File: src/rtl/pwm_ton_timer_mc.sv
// Multi-channel programmable on-time limiter: each channel times a latched on-time
// from a set edge and emits a one-cycle reset_pwm pulse, with retrigger, holdoff and abort.
module pwm_ton_timer_mc #(
    parameter int CH       = 4,
    parameter int CNT_W    = 16,
    parameter int HOLD_CYC = 8,
    parameter int HOLD_W   = 8
) (
    input  logic                  clk,
    input  logic                  rst_n,
    input  logic                  en,
    input  logic                  retrig,
    input  logic [CH-1:0]         set,
    input  logic [CH-1:0]         abort,
    input  logic [CH*CNT_W-1:0]   ton_cfg,
    input  logic [CH-1:0]         miss_clr,
    output logic [CH-1:0]         reset_pwm,
    output logic [CH-1:0]         busy,
    output logic [CH-1:0]         miss
);

    typedef enum logic [1:0] {
        ST_IDLE,
        ST_RUN,
        ST_HOLD
    } state_t;

    localparam logic              HOLD_EN   = 1'(HOLD_CYC > 0);
    localparam logic [HOLD_W-1:0] HOLD_LAST = HOLD_W'((HOLD_CYC > 0) ? HOLD_CYC - 1 : 0);

    logic [CH-1:0] set_d;
    logic [CH-1:0] set_pos;
    logic [CH-1:0] expire;

    // NOTE: sequential state uses non-blocking assignments only, so every flop
    // samples the pre-edge value of every other flop regardless of block order.
    always_ff @(posedge clk or negedge rst_n) begin
        if (!rst_n) begin
            set_d <= '0;
        end else begin
            set_d <= set;
        end
    end

    assign set_pos = set & ~set_d;

    // The expiry flag is registered; abort and en gate it in the pulse cycle itself
    // so that either one wins over an expiry landing in the same cycle.
    assign reset_pwm = expire & ~abort & {CH{en}};

    for (genvar i = 0; i < CH; i++) begin : g_ch
        state_t             state_q;
        logic [CNT_W-1:0]   cnt_q;
        logic [CNT_W-1:0]   ton_q;
        logic [CNT_W-1:0]   ton_new;
        logic [CNT_W-1:0]   cnt_nxt;
        logic [HOLD_W-1:0]  hold_q;
        logic               expire_q;
        logic               busy_q;
        logic               miss_q;
        logic               start;
        logic               drop;

        assign ton_new = (ton_cfg[i*CNT_W +: CNT_W] == '0) ? CNT_W'(1)
                                                           : ton_cfg[i*CNT_W +: CNT_W];
        assign cnt_nxt = cnt_q + CNT_W'(1);

        // An edge that coincides with expiry under retrigger counts as a holdoff edge.
        assign start = en && !abort[i] && set_pos[i] &&
                       ((state_q == ST_IDLE) ||
                        (state_q == ST_RUN && retrig && (!expire_q || !HOLD_EN)));
        assign drop  = en && !abort[i] && set_pos[i] &&
                       ((state_q == ST_HOLD) ||
                        (state_q == ST_RUN && expire_q && retrig && HOLD_EN));

        always_ff @(posedge clk or negedge rst_n) begin
            if (!rst_n) begin
                state_q  <= ST_IDLE;
                cnt_q    <= '0;
                ton_q    <= '0;
                hold_q   <= '0;
                expire_q <= 1'b0;
                busy_q   <= 1'b0;
                miss_q   <= 1'b0;
            end else begin
                miss_q <= (miss_q & ~miss_clr[i]) | drop;

                if (!en || abort[i]) begin
                    state_q  <= ST_IDLE;
                    cnt_q    <= '0;
                    hold_q   <= '0;
                    expire_q <= 1'b0;
                    busy_q   <= 1'b0;
                end else if (start) begin
                    state_q  <= ST_RUN;
                    ton_q    <= ton_new;
                    cnt_q    <= CNT_W'(1);
                    expire_q <= (ton_new == CNT_W'(1));
                    busy_q   <= 1'b1;
                end else begin
                    case (state_q)
                        ST_RUN: begin
                            if (expire_q) begin
                                state_q  <= HOLD_EN ? ST_HOLD : ST_IDLE;
                                hold_q   <= HOLD_LAST;
                                cnt_q    <= '0;
                                expire_q <= 1'b0;
                                busy_q   <= 1'b0;
                            end else begin
                                cnt_q    <= cnt_nxt;
                                expire_q <= (cnt_nxt == ton_q);
                            end
                        end
                        ST_HOLD: begin
                            if (hold_q == '0) begin
                                state_q <= ST_IDLE;
                            end else begin
                                hold_q <= hold_q - HOLD_W'(1);
                            end
                        end
                        default: begin
                            state_q <= ST_IDLE;
                        end
                    endcase
                end
            end
        end

        assign expire[i] = expire_q;
        assign busy[i]   = busy_q;
        assign miss[i]   = miss_q;
    end

endmodule

File: config.mk
export PLATFORM = sky130hd
export DESIGN_NAME = pwm_ton_timer_mc
export DESIGN_NICKNAME = d
export VERILOG_FILES = /design/src/rtl/pwm_ton_timer_mc.sv
export SDC_FILE = /design/constraint.sdc
export NUM_CORES = 1
export LEC_CHECK = 0
export BUFFER_PORTS_ARGS = -buffer_cell sky130_fd_sc_hd__buf_2
export CAP_MARGIN = 20
export CORE_MARGIN = 2
export CORE_UTILIZATION = 60
export DETAILED_ROUTE_END_ITERATION = 8
export PLACE_DENSITY_LB_ADDON = 0.25
export REMOVE_ABC_BUFFERS = 1
export SYNTH_ARGS = -nofsm -noshare
export SYNTH_HDL_FRONTEND = slang
export SYNTH_SLANG_ARGS = --single-unit
File: constraint.sdc
create_clock -name clk -period 2.65 [get_ports clk]
set_input_delay 0.1325 -clock clk [delete_from_list [all_inputs] [get_ports clk]]
set_output_delay 0.1325 -clock clk [all_outputs]
set_load 0.03 [all_outputs]
[Yosys cells after proc, flatten, opt, wreduce, memory -nomap -nowiden]
Index checks and enable logic that the tools add are counted.
Storage, ports and cells
  output and inout bits: 12
  bits in registers: 184
  word-level logic and storage cells: 279
Operators by class
  bitwise gates (word level): 21
  reductions and logical operators: 93
  $add $sub $neg: 8
  mux-type cells: 92
  equal/unequal tests: 36
Operator list (number)
  16-bit 2-to-1 mux: 20
  8-bit 2-to-1 mux: 16
  16-bit by 1-bit adder with 16-bit output, second input constant: 4
  16-bit by 1-bit == test with 1-bit output, second input constant: 4
  16-bit == test: 4
  16-bit zero test: 4
  8-bit one-hot mux with 2 select lines: 4
  3-bit nonzero test: 12
  1-bit logical AND: 32
  8-bit zero test: 4
  1-bit 2-to-1 mux: 32
  2-bit 2-to-1 mux: 16
  8-bit by 1-bit subtractor with 8-bit output, second input constant: 4
  2-bit AND reduction: 12
  4-bit by 2-bit != test with 1-bit output, second input constant: 4
  4-bit by 3-bit != test with 1-bit output, second input constant: 4
  2-bit one-hot mux with 2 select lines: 4
  4-bit AND reduction: 4
  4-bit AND: 3
  1-bit logical OR: 12
  3-bit by 2-bit != test with 1-bit output, second input constant: 4
  3-bit != test, second input constant: 4
  1-bit zero test: 9
  2-bit by 1-bit == test with 1-bit output, second input constant: 4
  other kinds (7): 30

[Longest topological paths before layout]
Gate-level depths: netlist of the first run.
  depth in word-level cells: 7
  gate-level depth with buffers: 10
  gate-level depth less buffers: 8

[Worst setup path before layout of the first run]
Ideal clock, no wire load.
  kind: register to register
  from: reg g_ch[1].state_q[1]
  to: reg g_ch[1].hold_q[4]
  clock period less this slack: 2.089 ns
  path buffers: 0
  stages on the path, launching flop included: 9
  arrival: 2.012 ns
  setup slack: 0.561 ns
  cells stage by stage: dfrtp_1 > inv_1 > ha_1 > and3b_1 > o211ai_4 > inv_2 > or4_1 > or3_1 > a21oi_1
On the way
  cells in the longest elaborated chain, start to end: 7
  elaborated cells between the ends (all ways): 15
Ends and longest elaborated chain
  start: declaration: line 52  | state_t state_q;
  start signal: assignment: line 104  | state_q <= HOLD_EN ? ST_HOLD : ST_IDLE;
  2-bit by 1-bit == test with 1-bit output: line 71, 101
  1-bit logical AND (2 in series): line 71  | (state_q == ST_RUN && retrig && (!expire_q || !HOLD_EN)));
  1-bit logical OR: line 70  | ((state_q == ST_IDLE) ||
  1-bit logical AND: line 69  | assign start = en && !abort[i] && set_pos[i] &&
  2-bit by 1-bit != test with 1-bit output (no line)
  4-bit AND reduction (no line)
  end signal: assignment: line 118  | hold_q <= hold_q - HOLD_W'(1);
  end: declaration: line 57  | logic [HOLD_W-1:0] hold_q;
Parallel ways exist; a longest one is shown, timed or not. The select of a mux whose other input is x is not followed.
A chain may end at the register's enable or synchronous reset.

[Worst setup path after layout of the first run]
  from: reg g_ch[2].state_q[1]
  to: reg g_ch[2].cnt_q[2]
On the way
  cells in the longest elaborated chain, start to end: 7
  elaborated cells between the ends (all ways): 9
Ends and longest elaborated chain
  start: declaration: line 52
  start signal: assignment: line 104
  2-bit by 1-bit == test with 1-bit output: line 71, 101
  1-bit logical AND (2 in series): line 71
  1-bit logical OR: line 70
  1-bit logical AND: line 69
  16-bit 2-to-1 mux: line 94  | end else if (start) begin
  16-bit 2-to-1 mux: line 88  | if (!en || abort[i]) begin
  end signal: assignment: line 110  | cnt_q <= cnt_nxt;
  end: declaration: line 53  | logic [CNT_W-1:0] cnt_q;
Parallel ways exist; a longest one is shown, timed or not.

==> qor.txt, run 1 <==
RePlAce Congestion: 0.914
Area growth syn-to-layout: 18.0%
starting density of the core: 0.608
predominant post-synthesis flop cell: dfrtp_1
via count: 9684
Synth Instances: 1208
CTS root buf: clkbuf_16
share of cells above drive strength 1: 0.140
Area contributors post-synth: dfrtp_1 42%, xnor2_1 4.9%, o21ai_0 4.2%
Num CTS Buffers: 17
Leak: 5.54 nW
GRT overflow: 0
# fillers: 1353
Yosys top cell by area: dfrtp_1
PortBufs: 91
Total Power: 6.89 mW
min-delay worst type: in2reg
Synth top area share: 0.423
maxcap violations: 0
Worst EP required: 2970 ps
DRC: 0
die area: 19200 sq um
CP arrival: 2740 ps
Synth Register Bits: 184
Syn. warnings: 0
status: finished, final reports clean
Slew @ Worst Pin: 723 ps
final setup vio count: 0
Startpoint Class: flop
skew final: 13.6 ps
initial DRC count: 718
most frequent cells in the layout: 184 x dfrtp_1, 121 x nor2_1, 105 x nand2_1, 92 x o21ai_0, 90 x buf_2
die height: 139 microns
Yosys cell types: 69
Setup Crit Path Kind: reg2reg
largest vdd supply drop: 458 uV
setup TNS: 0 ps
vias in the first global route: 9468
Die W: 139 microns
worst-path fanout max: 24
Crit. End Element: flop
clk slew on worst S/H paths: 70 ps
maximum clock insertion buffer count: 2
core area: 17900 sq um
FFs w/ async S/R, synth: 1.00
GRT Overall Usage: 0.284
First-pass DRT Iterations: 5
H-tree Lvls: 4
period utilization: 0.914
Final #Nets: 1464
diode count: 0
Worst Setup Slack, final: 227 ps
Clock Sinks: 184
Via density: 6.07
ANT nets after route: 0
Slew HR: 0.517
initial antenna violation count: 0
first-pass GRT wire length: 45.6 mm
f_max: 0.413 GHz
Detail Placement HPWL: 18.0 mm
Final Hold Fails: 0
Mapped Area: 10900 sq um
crit path cell chain: inv_1 -> ha_1 -> and3b_1 -> o2111ai_2 -> buf_4 -> nand2_1 -> nor2_1 -> buf_4 -> o21ai_0 -> o21ai_0
worst skew pair latency: 440 ps
Avg Cell Area, Syn: 9.00 sq um
final WL: 27.0 mm
post-CTS setup buffers: 0
largest net degree at the start of global routing: 70
most common cell after layout, fill and taps aside: dfrtp_1
Period minus WS final: 2420 ps
Place WS: 289 ps
row cnt: 49
number of flops mapped to enable cells by yosys: 0
Seq/Total Area, Yosys: 0.423
CTS tree: done
Crit-path slowest cell: dfrtp_1
Wirelength per Cell: 16.9 microns
Pwr Density: 537 nW/um^2
critical path's largest stage delay: 410 ps
final-report max-slew violation count: 0
RSZ-0062 raised after global routing: false
I/O pin cnt: 92
-- synth_stat cells, drive strengths merged, types with 18 or more instances --
cell type  number
clkbuf         30
nor3           29
dfrtp         184
a21oi          62
nor2b          18
xor2           27
o21ai         112
buf            31
nand3          47
nand2         105
xnor2          61
nor2          122
mux2           25
ha             28
nand4          31
a22o           41
inv            40
o31ai          29
-- cell families (layout without fill, tap and decap cells) --
logic type | after synthesis | after routing | share of synthesized area
simple gates | 457 | 457 | 0.211
compound gates | 318 | 318 | 0.190
flops | 184 | 184 | 0.423
buf+inv | 101 | 260 | 0.0403
xor+xnor | 88 | 88 | 0.0709
mux | 32 | 32 | 0.0323
fa+ha+maj | 28 | 28 | 0.0322
-- layout make-up --
class,count,area (sq um),share of cell area
Sequential cell,184,4600,0.359
Clock inverter,12,119,0.00926
Inverter,40,150,0.0117
Multi-Input combinational cell,923,5840,0.455
Tap cell,229,287,0.0223
Timing Repair Buffer,190,1400,0.109
Clock buffer,18,439,0.0342
-- final timing paths --
check / to / from / cells after the start / slack (ps)
min reg2reg: g_ch[0].hold_q[4] / g_ch[0].hold_q[4] / 1 / 480
max in group asynchronous: g_ch[2].hold_q[2] / rst_n / 3 / 1590
min: g_ch[0].ton_q[0] / ton_cfg[0] / 3 / 50
min in group asynchronous: g_ch[1].ton_q[12] / rst_n / 2 / 250
max reg2reg: g_ch[2].cnt_q[2] / g_ch[2].state_q[1] / 10 / 230
max: g_ch[2].cnt_q[2] / g_ch[2].state_q[1] / 10 / 230
-- sequential cells by signal (all words and copies together) (netlist names) --
register       count
g_ch.busy_q        4
set_d              4
g_ch.cnt_q        64
g_ch.miss_q        4
g_ch.state_q       8
g_ch.hold_q       32
g_ch.expire_q      4
g_ch.ton_q        64
-- stage by stage --
| stage | hold slack (ps) | instance area [sq um] | std cells | util |
|---|---|---|---|---|
| finish | 53.2 | 12800 | 1596 | 0.717 |
| CTS | 39.8 | 12800 | 1596 | 0.717 |
| global placement | 171 | 11600 | 1494 | 0.646 |
| floorplan | -163 | 10600 | 1147 | - |
| detailed placement | 172 | 11600 | 1494 | 0.646 |
| global route | 65.6 | 12800 | 1596 | 0.717 |
-- worst max-delay path: cells and delay by family, from the launching register on --
kind                       cells  cell delay [ps]
and+or+nand+nor                3              430
adders and majority gates      1              290
AOI/OAI and AO/OA              3              560
DFF                            1              410
buffers and inverters          3              620
-- report_power, final --
part	internal [mW]	leakage (nW)	switching, mW
logic	0.592	2.83	0.564
clock network	1.32	0.266	1.14
registers	3.04	2.44	0.227
total	4.96	5.54	1.93
-- timing repair --
item | in CTS | in global routing
hold buffers | 72 | 0
gates resized for setup | 0 | 0
hold endpoints to repair | 136 | 0
-- layer usage --
layer,wire length [microns],share of wire,vias up,track usage
met3,1110,0.041,56,0.0411
met5,0,0,-,0
met2,13200,0.49,269,0.476
met4,521,0.019,0,0.0920
met1,12200,0.45,4708,0.383
li1,-,-,4651,-
Note: power is estimated with default switching activity, not from simulation.
==> run 2: changes to the inputs <==
Settings changed: ABC_AREA set to 1.
==> qor.txt, run 2 <==
skew final: 17.3 ps (+3.69 ps)
f_max: 0.466 GHz (+13%)
period utilization: 0.810 (-0.104)
share of cells above drive strength 1: 0.104 (-0.0358)
final setup vio count: 0 (unchanged)
Synth Register Bits: 184 (unchanged)
PortBufs: 91 (unchanged)
vias in the first global route: 10.3k (+8.3%)
maxcap violations: 0 (unchanged)
GRT Overall Usage: 0.287 (+0.00360)
Slew @ Worst Pin: 753 ps (+30.5 ps)
power share of the clock group: 0.359 (about the same)
Net Sw Frac: 0.299 (+0.0193)
Startpoint Class: flop
Leak: 6.32 nW (+14%)
largest vdd supply drop: 440 uV (-4.0%)
die area: 20000 sq um (+3.8%)
First-pass DRT Iterations: 5 (unchanged)
sw power: 2.09 mW (+8.4%)
Final Hold Fails: 0 (unchanged)
RSZ-0062 raised after global routing: false
H-tree Lvls: 4 (unchanged)
CTS tree: done
Pwr Density: 531 nW/um^2 (-1.0%)
Detail Placement HPWL: 19.7 mm (+9.5%)
maximum clock insertion buffer count: 2 (unchanged)
Num CTS Buffers: 17 (unchanged)
FFs w/ async S/R, synth: 1.00 (unchanged)
Wirelength per Cell: 14.2 microns (-16%)
setup TNS: 0 ps (unchanged)
core area: 18600 sq um (+3.8%)
min-delay worst type: in2reg
Place WS: 547 ps (+258 ps)
DRC: 0 (unchanged)
Yosys top cell by area: dfrtp_1
Slew HR: 0.498 (-0.0186)
worst skew pair latency: 440 ps (about the same)
Avg Cell Area, Syn: 7.17 sq um (-20%)
final WL: 28.0 mm (+3.7%)
Reg power frac: 0.468 (-0.007)
initial DRC count: 781 (+8.8%)
die height: 141 microns (+1.9%)
first-pass GRT wire length: 47.0 mm (+3.2%)
via count: 10.9k (+13%)
Area contributors post-synth: dfrtp_1 41%, nand2_1 16%, inv_1 7.3%
most common cell after layout, fill and taps aside: nand2_1
Synth Instances: 1576 (+30%)
placed insts: 1883 (+26%)
final-report max-slew violation count: 0 (unchanged)
status: finished, final reports clean
clk slew on worst S/H paths: 70 ps (about the same)
Area growth syn-to-layout: 16.4%
Clock Sinks: 184 (unchanged)
Period minus WS final: 2150 ps (-276 ps)
Finished Layout Cells: 1975 (+24%)
most frequent cells in the layout: 478 x nand2_1, 221 x inv_1, 184 x dfrtp_1, 144 x nor2_1, 131 x nand3_1
top-count cell post-synth: nand2_1
top cells by count, synth: 478 x nand2_1, 221 x inv_1, 184 x dfrtp_1, 144 x nor2_1, 131 x nand3_1
post-CTS setup buffers: 0 (unchanged)
GRT overflow: 0 (unchanged)
Via density: 5.54 (-8.6%)
CP arrival: 2530 ps (-210 ps)
row cnt: 50 (+2.0%)
starting density of the core: 0.608 (+0.000855)
combinational power share: 0.173 (+0.005)
internal power: 4.90 mW (-1.3%)
Die W: 141 microns (+1.9%)
CTS root buf: clkbuf_16
diode count: 0 (unchanged)
Largest regs: g_ch.cnt_q x64, g_ch.ton_q x64, g_ch.hold_q x32
ANT nets after route: 0 (unchanged)
predominant post-synthesis flop cell: dfrtp_1
Setup Crit Path Kind: reg2reg
Mapped Area: 11300 sq um (+3.9%)
number of flops mapped to enable cells by yosys: 0 (unchanged)
worst-path fanout max: 6 (-75%)
Worst Setup Slack, final: 503 ps (+276 ps)
Final #Nets: 1836 (+25%)
Yosys cell types: 49 (-29%)
Syn. warnings: 0 (unchanged)
Crit. End Element: flop
initial antenna violation count: 0 (unchanged)
Seq/Total Area, Yosys: 0.407 (-0.0160)
Synth top area share: 0.407 (-0.0160)
Layout Utilization: 0.708 (-0.00894)
I/O pin cnt: 92 (unchanged)
largest net degree at the start of global routing: 89 (+27%)
Worst EP required: 3030 ps (+60 ps)
RePlAce Congestion: 0.886 (-3.0%)
[run 2: cell types whose count changed in the layout (fill, tap and decap cells not counted), moves of 17 or more]
cell     previous run  this run
a21oi_1            62        14
a22o_1             41         0
inv_1              38       221
mux2_2             25         0
nand2_1           105       478
nand3_1            47       131
nor2_1            121       144
nor2b_1            18         0
o21ai_0            92       120
o21ai_1            20         3
o22ai_1             5        46
o31ai_1            29         0
xnor2_1            61         7
[run 2: final timing paths]
| path | start | end | slack, ps | cells past startpoint |
|---|---|---|---|---|
| min | ton_cfg[54] | g_ch[3].ton_q[6] | 6 | 3 |
| min reg2reg | g_ch[3].ton_q[10] | g_ch[3].ton_q[10] | 490 | 2 |
| max in group asynchronous | rst_n | g_ch[1].ton_q[15] | 1520 | 3 |
| max reg2reg | g_ch[1].cnt_q[1] | g_ch[1].expire_q | 500 | 13 |
| max | g_ch[1].cnt_q[1] | g_ch[1].expire_q | 500 | 13 |
| min in group asynchronous | rst_n | g_ch[3].cnt_q[10] | 320 | 2 |
[run 2: cell type report]
type / instances / area, sq um
clock buffers: 17 / 425
clock inverters: 15 / 144
fillers: 1498 / 5420
inverters: 226 / 857
multi-input cells: 1133 / 5650
flip-flops and latches: 184 / 4600
well taps: 234 / 293
repair buffers: 166 / 1190
[run 2: cells by family after synthesis]
logic type,Yosys count,share of synthesized area
flip-flops,184,0.407
adder cells (fa/ha/maj),28,0.0310
AO/OA/AOI/OAI,211,0.111
AND/OR/NAND/NOR,870,0.333
buffers and inverters,259,0.0932
XOR/XNOR,24,0.0247
[run 2: layer usage]
layer  global-route usage  vias up  part of all wire
li1                     -     5419                 -
met1                0.389     5085              0.44
met2                0.475      387              0.48
met3               0.0503       58             0.060
met4               0.0900        0             0.022
met5                    0        -                 0
[run 2: metrics by stage]
stage	cell area [sq um]	power [mW]	hold WS, ps
after floorplan	11100	4.05	-163
after global placement	12000	4.40	250
after detailed placement	12000	4.44	254
after CTS	13200	7.01	4.12
after global routing	13200	7.34	20.2
final	13200	6.99	6.22
[run 2: timing repair]
item / CTS / global route
hold buffers: 60 / 0
gates resized for setup: 0 / 0
hold endpoints to repair: 142 / 0
[run 2: critical path, stage by stage, from the launching register on]
cell and delay, ps:
dfrtp_1 490, ha_1 260, nand3_1 150, nor2_1 270, nand4_1 170, nand3_1 120, nand2_1 60, nor2_1 130
nand2_1 70, nor2_1 150, nand2_1 70, nand2_1 50, nand2_1 40, nand2_1 50
[run 2: power groups by stage]
stage | logic (mW) | registers, mW | clock network, mW
after floorplan | 0.791 | 3.26 | 0
after global placement | 1.09 | 3.31 | 0
after detailed placement | 1.12 | 3.31 | 0
after CTS | 1.20 | 3.26 | 2.54
after global routing | 1.38 | 3.30 | 2.66
final | 1.21 | 3.27 | 2.51
